**src/rtl/fphub_pkg.sv**
```systemverilog
// Shared types and constants for the FPHUB operand stage.
package fphub_pkg;

  localparam int unsigned IEEE_FRAC_W   = 23;
  localparam int unsigned IEEE_EXP_W    = 8;
  localparam int unsigned IEEE_W        = IEEE_EXP_W + IEEE_FRAC_W + 1;
  localparam int unsigned IEEE_SIGN_POS = IEEE_W - 1;
  localparam int unsigned IEEE_EXP_LSB  = IEEE_FRAC_W;

  localparam int unsigned HUB_FRAC_W = 24;
  localparam logic [HUB_FRAC_W-1:0] HUB_NAN_FRAC = 24'h800000;

  typedef enum logic [1:0] {
    EMPTY = 2'd0,
    ONE   = 2'd1,
    FULL  = 2'd2
  } opst_state_e;

  typedef struct packed {
    logic nan;
    logic inf;
    logic zero;
  } hub_flags_t;

endpackage

```
**src/rtl/ieee_to_fphub_conv.sv**
```systemverilog
// Combinational IEEE-754 to HUB conversion with special-value classification.
module ieee_to_fphub_conv
  import fphub_pkg::*;
#(
  parameter int unsigned M    = 24,
  parameter int unsigned E    = 8,
  parameter int unsigned IN_M = 23,
  parameter int unsigned IN_E = 8
) (
  input  logic [IN_E+IN_M:0] ieee,
  output logic [E+M:0]       hub,
  output hub_flags_t         flags
);

  localparam logic [M-1:0] NAN_FRAC = {1'b1, {(M-1){1'b0}}};

  logic            sgn;
  logic [IN_E-1:0] exp_f;
  logic [IN_M-1:0] frac_f;
  logic            exp_ones;
  logic            exp_zero;
  logic            frac_zero;

  assign sgn       = ieee[IN_E+IN_M];
  assign exp_f     = ieee[IN_E+IN_M-1:IN_M];
  assign frac_f    = ieee[IN_M-1:0];
  assign exp_ones  = &exp_f;
  assign exp_zero  = ~|exp_f;
  assign frac_zero = ~|frac_f;

  // Truncating append of zero LSBs is already the nearest HUB value.
  always_comb begin
    flags = '0;
    hub   = {sgn, E'(exp_f), M'(M'(frac_f) << (M - IN_M))};
    if (exp_ones && !frac_zero) begin
      flags.nan = 1'b1;
      hub       = {1'b0, {E{1'b1}}, NAN_FRAC};
    end else if (exp_ones) begin
      flags.inf = 1'b1;
      hub       = {sgn, {E{1'b1}}, {M{1'b0}}};
    end else if (exp_zero) begin
      flags.zero = 1'b1;
      hub        = {sgn, {(E+M){1'b0}}};
    end
  end

endmodule

```
**src/rtl/fphub_operand_stage.sv**
```systemverilog
// Operand input stage: converts IEEE pairs to HUB and buffers them in a
// 2-entry skid buffer (output register + skid register) toward the adder.
module fphub_operand_stage
  import fphub_pkg::*;
#(
  parameter int unsigned M     = 24,
  parameter int unsigned E     = 8,
  parameter int unsigned IN_M  = 23,
  parameter int unsigned IN_E  = 8,
  parameter int unsigned CNT_W = 16
) (
  input  logic               clk,
  input  logic               rst,
  input  logic               in_valid,
  output logic               in_ready,
  input  logic [IN_E+IN_M:0] in_a,
  input  logic [IN_E+IN_M:0] in_b,
  output logic               out_valid,
  input  logic               out_ready,
  output logic [E+M:0]       X,
  output logic [E+M:0]       Y,
  output logic [5:0]         flags,
  output logic [CNT_W-1:0]   pair_count
);

  opst_state_e state, state_nxt;

  logic [E+M:0]     conv_x, conv_y;
  hub_flags_t       conv_fa, conv_fb;
  logic [E+M:0]     sk_x, sk_y;
  logic [5:0]       sk_flags;
  logic [E+M:0]     x_nxt, y_nxt, sk_x_nxt, sk_y_nxt;
  logic [5:0]       flags_nxt, sk_flags_nxt;
  logic [CNT_W-1:0] pair_count_nxt;
  logic             in_ready_nxt, out_valid_nxt;
  logic             acc, dlv;

  ieee_to_fphub_conv #(.M(M), .E(E), .IN_M(IN_M), .IN_E(IN_E)) u_conv_a (
    .ieee  (in_a),
    .hub   (conv_x),
    .flags (conv_fa)
  );

  ieee_to_fphub_conv #(.M(M), .E(E), .IN_M(IN_M), .IN_E(IN_E)) u_conv_b (
    .ieee  (in_b),
    .hub   (conv_y),
    .flags (conv_fb)
  );

  assign acc = in_valid && in_ready;
  assign dlv = out_valid && out_ready;

  // Next state and datapath; in_ready/out_valid are registered state decodes.
  always_comb begin
    state_nxt      = state;
    x_nxt          = X;
    y_nxt          = Y;
    flags_nxt      = flags;
    sk_x_nxt       = sk_x;
    sk_y_nxt       = sk_y;
    sk_flags_nxt   = sk_flags;
    pair_count_nxt = pair_count + CNT_W'(acc);
    case (state)
      EMPTY: begin
        if (acc) begin
          x_nxt     = conv_x;
          y_nxt     = conv_y;
          flags_nxt = {conv_fa, conv_fb};
          state_nxt = ONE;
        end
      end
      ONE: begin
        if (acc && !dlv) begin
          sk_x_nxt     = conv_x;
          sk_y_nxt     = conv_y;
          sk_flags_nxt = {conv_fa, conv_fb};
          state_nxt    = FULL;
        end else if (acc && dlv) begin
          x_nxt     = conv_x;
          y_nxt     = conv_y;
          flags_nxt = {conv_fa, conv_fb};
        end else if (dlv) begin
          state_nxt = EMPTY;
        end
      end
      FULL: begin
        if (dlv) begin
          x_nxt     = sk_x;
          y_nxt     = sk_y;
          flags_nxt = sk_flags;
          state_nxt = ONE;
        end
      end
      default: state_nxt = EMPTY;
    endcase
    in_ready_nxt  = (state_nxt != FULL);
    out_valid_nxt = (state_nxt != EMPTY);
  end

  always_ff @(posedge clk) begin
    if (rst) begin
      state      <= EMPTY;
      in_ready   <= 1'b0;
      out_valid  <= 1'b0;
      X          <= '0;
      Y          <= '0;
      flags      <= '0;
      sk_x       <= '0;
      sk_y       <= '0;
      sk_flags   <= '0;
      pair_count <= '0;
    end else begin
      state      <= state_nxt;
      in_ready   <= in_ready_nxt;
      out_valid  <= out_valid_nxt;
      X          <= x_nxt;
      Y          <= y_nxt;
      flags      <= flags_nxt;
      sk_x       <= sk_x_nxt;
      sk_y       <= sk_y_nxt;
      sk_flags   <= sk_flags_nxt;
      pair_count <= pair_count_nxt;
    end
  end

endmodule
```
**config.mk**
```make
export PLATFORM = sky130hd
export DESIGN_NAME = fphub_operand_stage
export DESIGN_NICKNAME = d
export VERILOG_FILES = /design/src/rtl/fphub_pkg.sv /design/src/rtl/ieee_to_fphub_conv.sv /design/src/rtl/fphub_operand_stage.sv
export SDC_FILE = /design/constraint.sdc
export NUM_CORES = 1
export LEC_CHECK = 0
export ABC_AREA = 1
export ABC_CLOCK_PERIOD_IN_PS = 1800
export BUFFER_PORTS_ARGS = -buffer_cell sky130_fd_sc_hd__buf_2
export CAP_MARGIN = 25
export CORE_UTILIZATION = 33
export CTS_BUF_LIST = sky130_fd_sc_hd__clkbuf_16
export DETAILED_ROUTE_END_ITERATION = 7
export PLACE_DENSITY = 0.52
export SLEW_MARGIN = 30
export SYNTH_ARGS = -nofsm -noshare
export SYNTH_HDL_FRONTEND = slang
export SYNTH_SLANG_ARGS = --single-unit
```
**constraint.sdc**
```tcl
create_clock -name clk -period 1.8 [get_ports clk]
set_input_delay 0.09 -clock clk [delete_from_list [all_inputs] [get_ports clk]]
set_output_delay 0.09 -clock clk [all_outputs]
set_load 0.005 [all_outputs]
```
# Yosys cells after proc, flatten, opt, wreduce, memory -nomap -nowiden
# Index checks and enable logic that the tools add are counted.
# totals
elab_cells,73
output_inout_bits,90
register_bits,164
in_bits,68
# classes
n_addsub,1
n_reduce_logical,18
eq_ne,7
mux,37
# ops
operator,count
2-to-1 mux 33 bit,10
one-hot mux 33 bit (3 select lines),2
2-to-1 mux 32 bit,4
OR reduction 23 bit,2
2-to-1 mux 6 bit,4
one-hot mux 6 bit (3 select lines),1
adder 16 x 1 -> 16 bit,1
AND reduction 8 bit,2
OR reduction 8 bit,2
2-to-1 mux 2 bit,7
"inequality test 2 bit, second input constant",5
2-to-1 mux 1 bit,8
logical AND 1 bit,6
one-hot mux 2 bit (3 select lines),1
AND reduction 5 bit,1
nonzero test 3 bit,1
"== test 2 x 1 -> 1 bit, second input constant",1
"== test 2 bit, second input constant",1
zero test 2 bit,1
AND reduction 2 bit,1
nonzero test 2 bit,1
zero test 1 bit,1

# Longest topological paths before layout
# Gate-level depths: netlist of the first run.
# depth
word_depth,7
depth_mapped,12

# By module
# From an unflattened synthesis of the first run, not the netlist that was laid out.
# hier_totals
cells_unflattened,1174
area_unflattened_um2,7903.8
# by_module_without_submodules
module,cells_each,n_inst,seq_area_each_um2,area_per_inst_um2
fphub_operand_stage,970,1,3283.1,6960.4
ieee_to_fphub_conv,102,2,0.0,471.7

# Worst setup path before layout of the first run
# OpenSTA, ideal clock, no wires.
# synth_path
path_kind,reg2reg
startpoint,register in_ready
endpoint,register pair_count[10]
slack_ns,0.133
arrival_time_ns,1.596
setup_time_ns,0.071
path_stages_with_launch,12
path_cell_list,dfxtp_1 -> nand2_1 -> inv_1 -> ha_1 -> ha_1 -> nand2_1 -> nor2_1 -> nand2_1 -> nor2_1 -> nand2_1 -> or2_0 -> a21oi_1
# synth_via
elab_chain_cells,2
# synth_lines
item,line,source
from (decl),fphub_operand_stage.sv:15,"output logic in_ready,"
from (signal assigned),fphub_operand_stage.sv:114,in_ready <= in_ready_nxt;
logical AND 1 bit,fphub_operand_stage.sv:50,assign acc = in_valid && in_ready;
adder 16 x 1 -> 16 bit,fphub_operand_stage.sv:62,pair_count_nxt = pair_count + CNT_W'(acc);
to (signal assigned),fphub_operand_stage.sv:122,pair_count <= pair_count_nxt;
to (decl),fphub_operand_stage.sv:23,output logic [CNT_W-1:0] pair_count
# Every way passes these cells.
# A chain may end at the register's enable or synchronous reset.

# Worst setup path after layout of the first run
# Ends and elaborated chain as after synthesis.

==> results of run 1 <==
-- cells by family (layout without fill, tap and decap cells) --
group           after synthesis  count (layout)
flops                       160             160
simple gates                313             313
fa+ha+maj                     2               2
buf+inv                     117             303
xor+xnor                      3               3
other cells                   1               2
compound gates              336             336
-- critical path: stages, from the launching register on --
cell,delay (ns)
dfxtp_2,0.32
nand2_1,0.07
inv_1,0.07
ha_2,0.20
ha_4,0.14
nand2_2,0.07
nor2_4,0.16
nand2_4,0.08
nor2_4,0.12
nand2_2,0.08
or2_0,0.20
a21oi_1,0.11
-- report_power, final --
| group | internal (mW) | total, mW | switching, mW |
|---|---|---|---|
| Sequential | 3.76 | 3.87 | 0.109 |
| Clock | 2.00 | 3.48 | 1.47 |
| Combinational | 0.492 | 1.12 | 0.626 |
| Total | 6.26 | 8.47 | 2.21 |
-- per-layer routing --
layer | global-route usage (%) | share of wire, % | vias to the layer above
met4 | 6.47 | 1.3 | 0
met1 | 27.3 | 48 | 3317
met2 | 32.3 | 48 | 178
met5 | 0 | 0 | -
met3 | 3.45 | 3.4 | 20
li1 | - | - | 3531
-- placed cells by master (no fill, tap or decap), types with 3 or more instances in the layout --
| master | netlist | layout |
|---|---|---|
| a21oi_1 | 196 | 196 |
| dfxtp_1 | 160 | 159 |
| buf_2 | 27 | 155 |
| nand2_1 | 114 | 111 |
| o21ai_0 | 97 | 97 |
| nor2_1 | 98 | 96 |
| nand3_1 | 67 | 66 |
| dlygate4sd3_1 | 0 | 53 |
| inv_1 | 36 | 37 |
| o21ai_1 | 36 | 36 |
| nand4_1 | 18 | 18 |
| clkbuf_16 | 0 | 17 |
| buf_4 | 2 | 17 |
| nor3_1 | 9 | 9 |
| buf_12 | 0 | 7 |
| clkinv_2 | 0 | 5 |
| a31oi_1 | 4 | 4 |
| clkinvlp_4 | 0 | 4 |
| nor2_4 | 0 | 3 |
| xor2_1 | 3 | 3 |
| clkinv_1 | 0 | 3 |
-- path summary, 6_finish.rpt --
check | start | slack [ns] | to | cells after the start
max | in_ready$_SDFF_PP0_ | 0.11 | pair_count[10]$_SDFF_PP0_ | 11
min | in_b[9] | 0.02 | Y[10]$_SDFFE_PP0P_ | 5
max reg2reg | in_ready$_SDFF_PP0_ | 0.11 | pair_count[10]$_SDFF_PP0_ | 11
min reg2reg | sk_y[9]$_SDFFE_PP0P_ | 0.47 | sk_y[9]$_SDFFE_PP0P_ | 2
-- final cells by class --
cell class	instances	area, um^2	area share [%]
clock buffer	17	425	4.74
clock inverter	15	129	1.44
inverter	39	150	1.67
multi-input combinational	656	3150	35.1
sequential	160	3200	35.7
tap	270	338	3.77
timing repair buffer	232	1570	17.6
-- what timing repair did --
action	in CTS	in global routing
cloned	0	0
endpoints found under the hold margin	103	0
endpoints found under the setup margin	2	3
resized for setup	1	11
pin swaps	0	2
setup buffers	0	1
hold buffers	53	0
-- through the flow --
| step | total power [mW] | worst slack (ns) |
|---|---|---|
| finish | 8.47 | 0.111 |
| global route | 8.87 | -0.0127 |
| CTS | 8.56 | 0.00967 |
| detailed placement | 4.98 | -0.0346 |
| global placement | 4.97 | 0.0373 |
| floorplan | 4.49 | 0.133 |
-- registers in the layout, summed over array words and instances, names as in the netlist --
name        flops
X              32
Y              32
sk_x           32
sk_y           32
pair_count     16
flags           6
sk_flags        6
state           2
in_ready        1
out_valid       1
==> impl_metrics.tcl, run 1 <==
set metrics [dict create \
    status "complete, no violations" \
    core_area_um2 20200 \
    route.detailed.drc 0 \
    syn_area_um2 6790 \
    synthToLayoutAreaGrowth_pct 32.2 \
    gp_congestion 0.832 \
    grt_max_degree 70 \
    dpl_cell_area_um2 7830 \
    whs_ns 0.0239 \
    yosys-top-cells-count "196 x a21oi_1, 160 x dfxtp_1, 114 x nand2_1, 98 x nor2_1, 97 x o21ai_0" \
    p_per_area_nw_per_um2 944 \
    period_needed_ns 1.69 \
    hpwlAfterDp_um 12800 \
    maxSlewViolCount 0 \
    fmax_mhz 592 \
    die_w_um 145 \
    grt_overflow 0 \
    irDropWorstVdd_v 0.000616 \
    synth-simple-area-share_pct 19.7 \
    place_inst 1303 \
    tightest_slew_ns 0.609 \
    die-area_um2 21100 \
    hold_violations 0 \
    antenna_found_initial 0 \
    synthCells 932 \
    core.rowCount 52 \
    antenna-diode-count 0 \
    cts_max_level 4 \
    async_reset_ff_share_pct 0 \
    drtIter0Drc 478 \
    grt_use_total_pct 20.1 \
    syn_area_per_cell_um2 7.28 \
    cts_made_buffers 17 \
    cp-start-kind "register" \
    p_leak_nw 4.14 \
    clockRootBuffer "clkbuf_16" \
    synth_area_leaders "dfxtp_1 47%, a21oi_1 14%, o21ai_0 7.2%" \
    yosysMostFrequentCell "a21oi_1" \
    routed_wirelength_um 21300 \
    synthXorXnorAreaFrac_pct 0.387 \
    yosys.area.top_type_share_pct 47.2 \
    crit_path_max_fanout 4 \
    synth_warnings 0 \
    initial_core_util_pct 33.6 \
    finalSetupViolCount 0 \
    skew_ns 0.00550 \
    yosysTopAreaCell "dfxtp_1" \
    max-cap-violations 0 \
    nFillCells 2116 \
    first_pass_iters 5 \
    hold_class "input pin to register" \
    fin_tns_setup_ns 0 \
    portBuffers 155 \
    via_per_inst 5.07 \
    post_drt_wl_per_cell_um 15.3 \
    synth_top_flop_cell "dfxtp_1" \
    fin_util_pct 44.5 \
    synth_top_family_by_area "compound AO/OA/AOI/OAI gates" \
    ant_nets 0 \
    grt_pass1_wl_um 34300 \
    period_share_pct 93.8 \
    synth_edf_count 0 \
    final_nets 1176 \
    clk_pin_slew_ns 0.06 \
    fin_area_um2 8970 \
    drive_above_1_share_pct 19.9 \
    synth-seq-cells 160 \
    vias 7046 \
    seq_area_frac_synth_pct 47.2 \
    worstSetupPathType "register to register" \
    synthMuxAreaShare_pct 0 \
    clock_sinks 160 \
    first_global_vias 6670 \
    io_pins 158 \
    synth_compound_area_share_pct 25.0 \
    cp.arrival_ns 2.04 \
    synth_fa_ha_area_share_pct 0.369 \
    clockBufferDepth 2 \
    critical_path_required_ns 2.15 \
    synth.distinct_cells 28 \
    cts_tree "built" \
    slew-limit-headroom_pct 59.3 \
    die_y_um 145 \
    worstSkewPairLatency_ns 0.42 \
    critPathCaptureType "register" \
    fin_cells 1389 \
]
Power figures use the tool's default switching activity.
==> run 2: changes to the inputs <==
CELL_PAD_IN_SITES_DETAIL_PLACEMENT = 0   (was unset)
CELL_PAD_IN_SITES_GLOBAL_PLACEMENT = 1   (was unset)
PLACE_DENSITY = 0.69   (was 0.52)
==> impl_metrics.tcl, run 2 (synthesized netlist as in run 1, its figures left out) <==
set metrics [dict create \
    status "complete, no violations" \
    cts_max_level 4 \
    cts_tree "built" \
    core.rowCount 52 \
    antenna_found_initial 0 \
    final_nets 1179 \
    via_per_inst 4.98 \
    mostFrequentLayoutCell "a21oi_1" \
    grt_max_degree 86 \
    die-area_um2 21100 \
    clockBufferDepth 2 \
    hpwlAfterDp_um 12600 \
    clock_sinks 160 \
    fin_cells 1392 \
    place_inst 1304 \
    first_pass_iters 5 \
    maxSlewViolCount 0 \
    vias 6933 \
    drtIter0Drc 361 \
    p_leak_nw 4.17 \
    tightest_slew_ns 0.644 \
    layout_common_cells "196 x a21oi_1, 159 x dfxtp_1, 155 x buf_2, 111 x nand2_1, 97 x o21ai_0" \
    initial_core_util_pct 33.6 \
    first_global_vias 6621 \
    clockRootBuffer "clkbuf_16" \
    clk_pin_slew_ns 0.06 \
    die_w_um 145 \
    crit_path_max_fanout 2 \
    grt_pass1_wl_um 34600 \
    hold_violations 0 \
    multi_input_area_um2 3140 \
    cts_made_buffers 17 \
    seq_area_um2 3200 \
    cp_cell_sequence "nand2_2 > inv_1 > ha_2 > ha_4 > nand2_1 > nor2_2 > buf_4 > nand4_1 > or2_4 > a21oi_1" \
    drive_above_1_share_pct 20.3 \
    cp-start-kind "register" \
    synthToLayoutAreaGrowth_pct 33.3 \
    portBuffers 155 \
    layout_setup_ws_ns 0.103 \
    slew-limit-headroom_pct 57.0 \
    post_drt_wl_per_cell_um 15.3 \
    route.detailed.drc 0 \
    place_worst_setup_slack_ns 0.0210 \
    irDropWorstVdd_v 0.000614 \
    p_per_area_nw_per_um2 991 \
    cp_slowest_stage_delay_ns 0.33 \
    core_area_um2 20200 \
    gp_congestion 0.794 \
    critical_path_required_ns 2.15 \
    max-cap-violations 0 \
    skew_ns 0.0111 \
    routed_wirelength_um 21300 \
    antenna-diode-count 0 \
    grt_overflow 0 \
    worstSetupPathType "register to register" \
    grt_use_total_pct 20.2 \
    finalSetupViolCount 0 \
    die_y_um 145 \
    fin_util_pct 44.8 \
    hold_class "input pin to register" \
    period_needed_ns 1.70 \
    ant_nets 0 \
    nFillCells 2111 \
    io_pins 158 \
    critPathCaptureType "register" \
    critPathSlowestCell "dfxtp_2" \
    cp.arrival_ns 2.05 \
    fmax_mhz 589 \
    worstSkewPairLatency_ns 0.43 \
    period_share_pct 94.3 \
]
[run 2: changes by cell type in the layout (fill, tap and decap cells not counted), moves of 2 or more]
cell and delta:
inv_6 +3, clkinv_2 -3, buf_12 -2, buf_4 +5, bufinv_16 +3, clkinv_1 -2
[run 2: worst paths after layout]
check / start / end / slack (ns) / cells after the start
worst min register to register: sk_y[2]$_SDFFE_PP0P_ / sk_y[2]$_SDFFE_PP0P_ / 0.47 / 2
worst max register to register: in_ready$_SDFF_PP0_ / pair_count[14]$_SDFF_PP0_ / 0.10 / 10
worst min-delay path: in_b[6] / Y[7]$_SDFFE_PP0P_ / 0.02 / 5
worst max-delay path: in_ready$_SDFF_PP0_ / pair_count[14]$_SDFF_PP0_ / 0.10 / 10
[run 2: worst max-delay path, delay by kind of cell (launching register included)]
family | cells | cell delay [ns]
compound gates | 1 | 0.11
fa+ha+maj | 2 | 0.32
buf+inv | 2 | 0.19
flops | 1 | 0.33
simple gates | 5 | 0.69
[run 2: power by group]
part           internal (mW)  switching (mW)  total [mW]
combinational          0.484           0.619        1.10
sequential              3.76           0.112        3.87
clock                   2.46            1.53        3.99
[run 2: per-stage QoR]
step / total power, mW / setup TNS [ns] / hold WS, ns / instance area [um^2]
5_1_grt: 9.36 / -0.0225 / 0.0249 / 9040
3_5_place_dp: 4.96 / 0 / 0.367 / 7820
3_3_place_gp: 4.96 / 0 / 0.362 / 7810
4_1_cts: 9.05 / 0 / 0.00405 / 8990
2_1_floorplan: 4.49 / 0 / 0.218 / 6790
6_report: 8.97 / 0 / 0.0208 / 9040
[run 2: final cells by class]
cell class / instances / area share (%)
Clock buffer: 17 / 4.70
Timing Repair Buffer: 235 / 17.4
Clock inverter: 15 / 2.38
Inverter: 39 / 1.66
Tap cell: 270 / 3.73
Sequential cell: 160 / 35.4
Multi-Input combinational cell: 656 / 34.7
[run 2: routing by layer]
metal | vias to the layer above | global-route usage (%) | share of wire [%]
li1 | 3534 | - | -
met1 | 3235 | 28.0 | 49
met2 | 152 | 32.3 | 46
met3 | 12 | 3.64 | 3.9
met4 | 0 | 5.68 | 0.90
met5 | - | 0 | 0
[run 2: what timing repair did]
item                                    in CTS  in global routing
buffers inserted                             0                  3
hold buffers                                53                  0
pin swaps                                    0                  2
hold endpoints to repair                   103                  0
resized for setup                            1                 10
endpoints found under the setup margin       1                  3
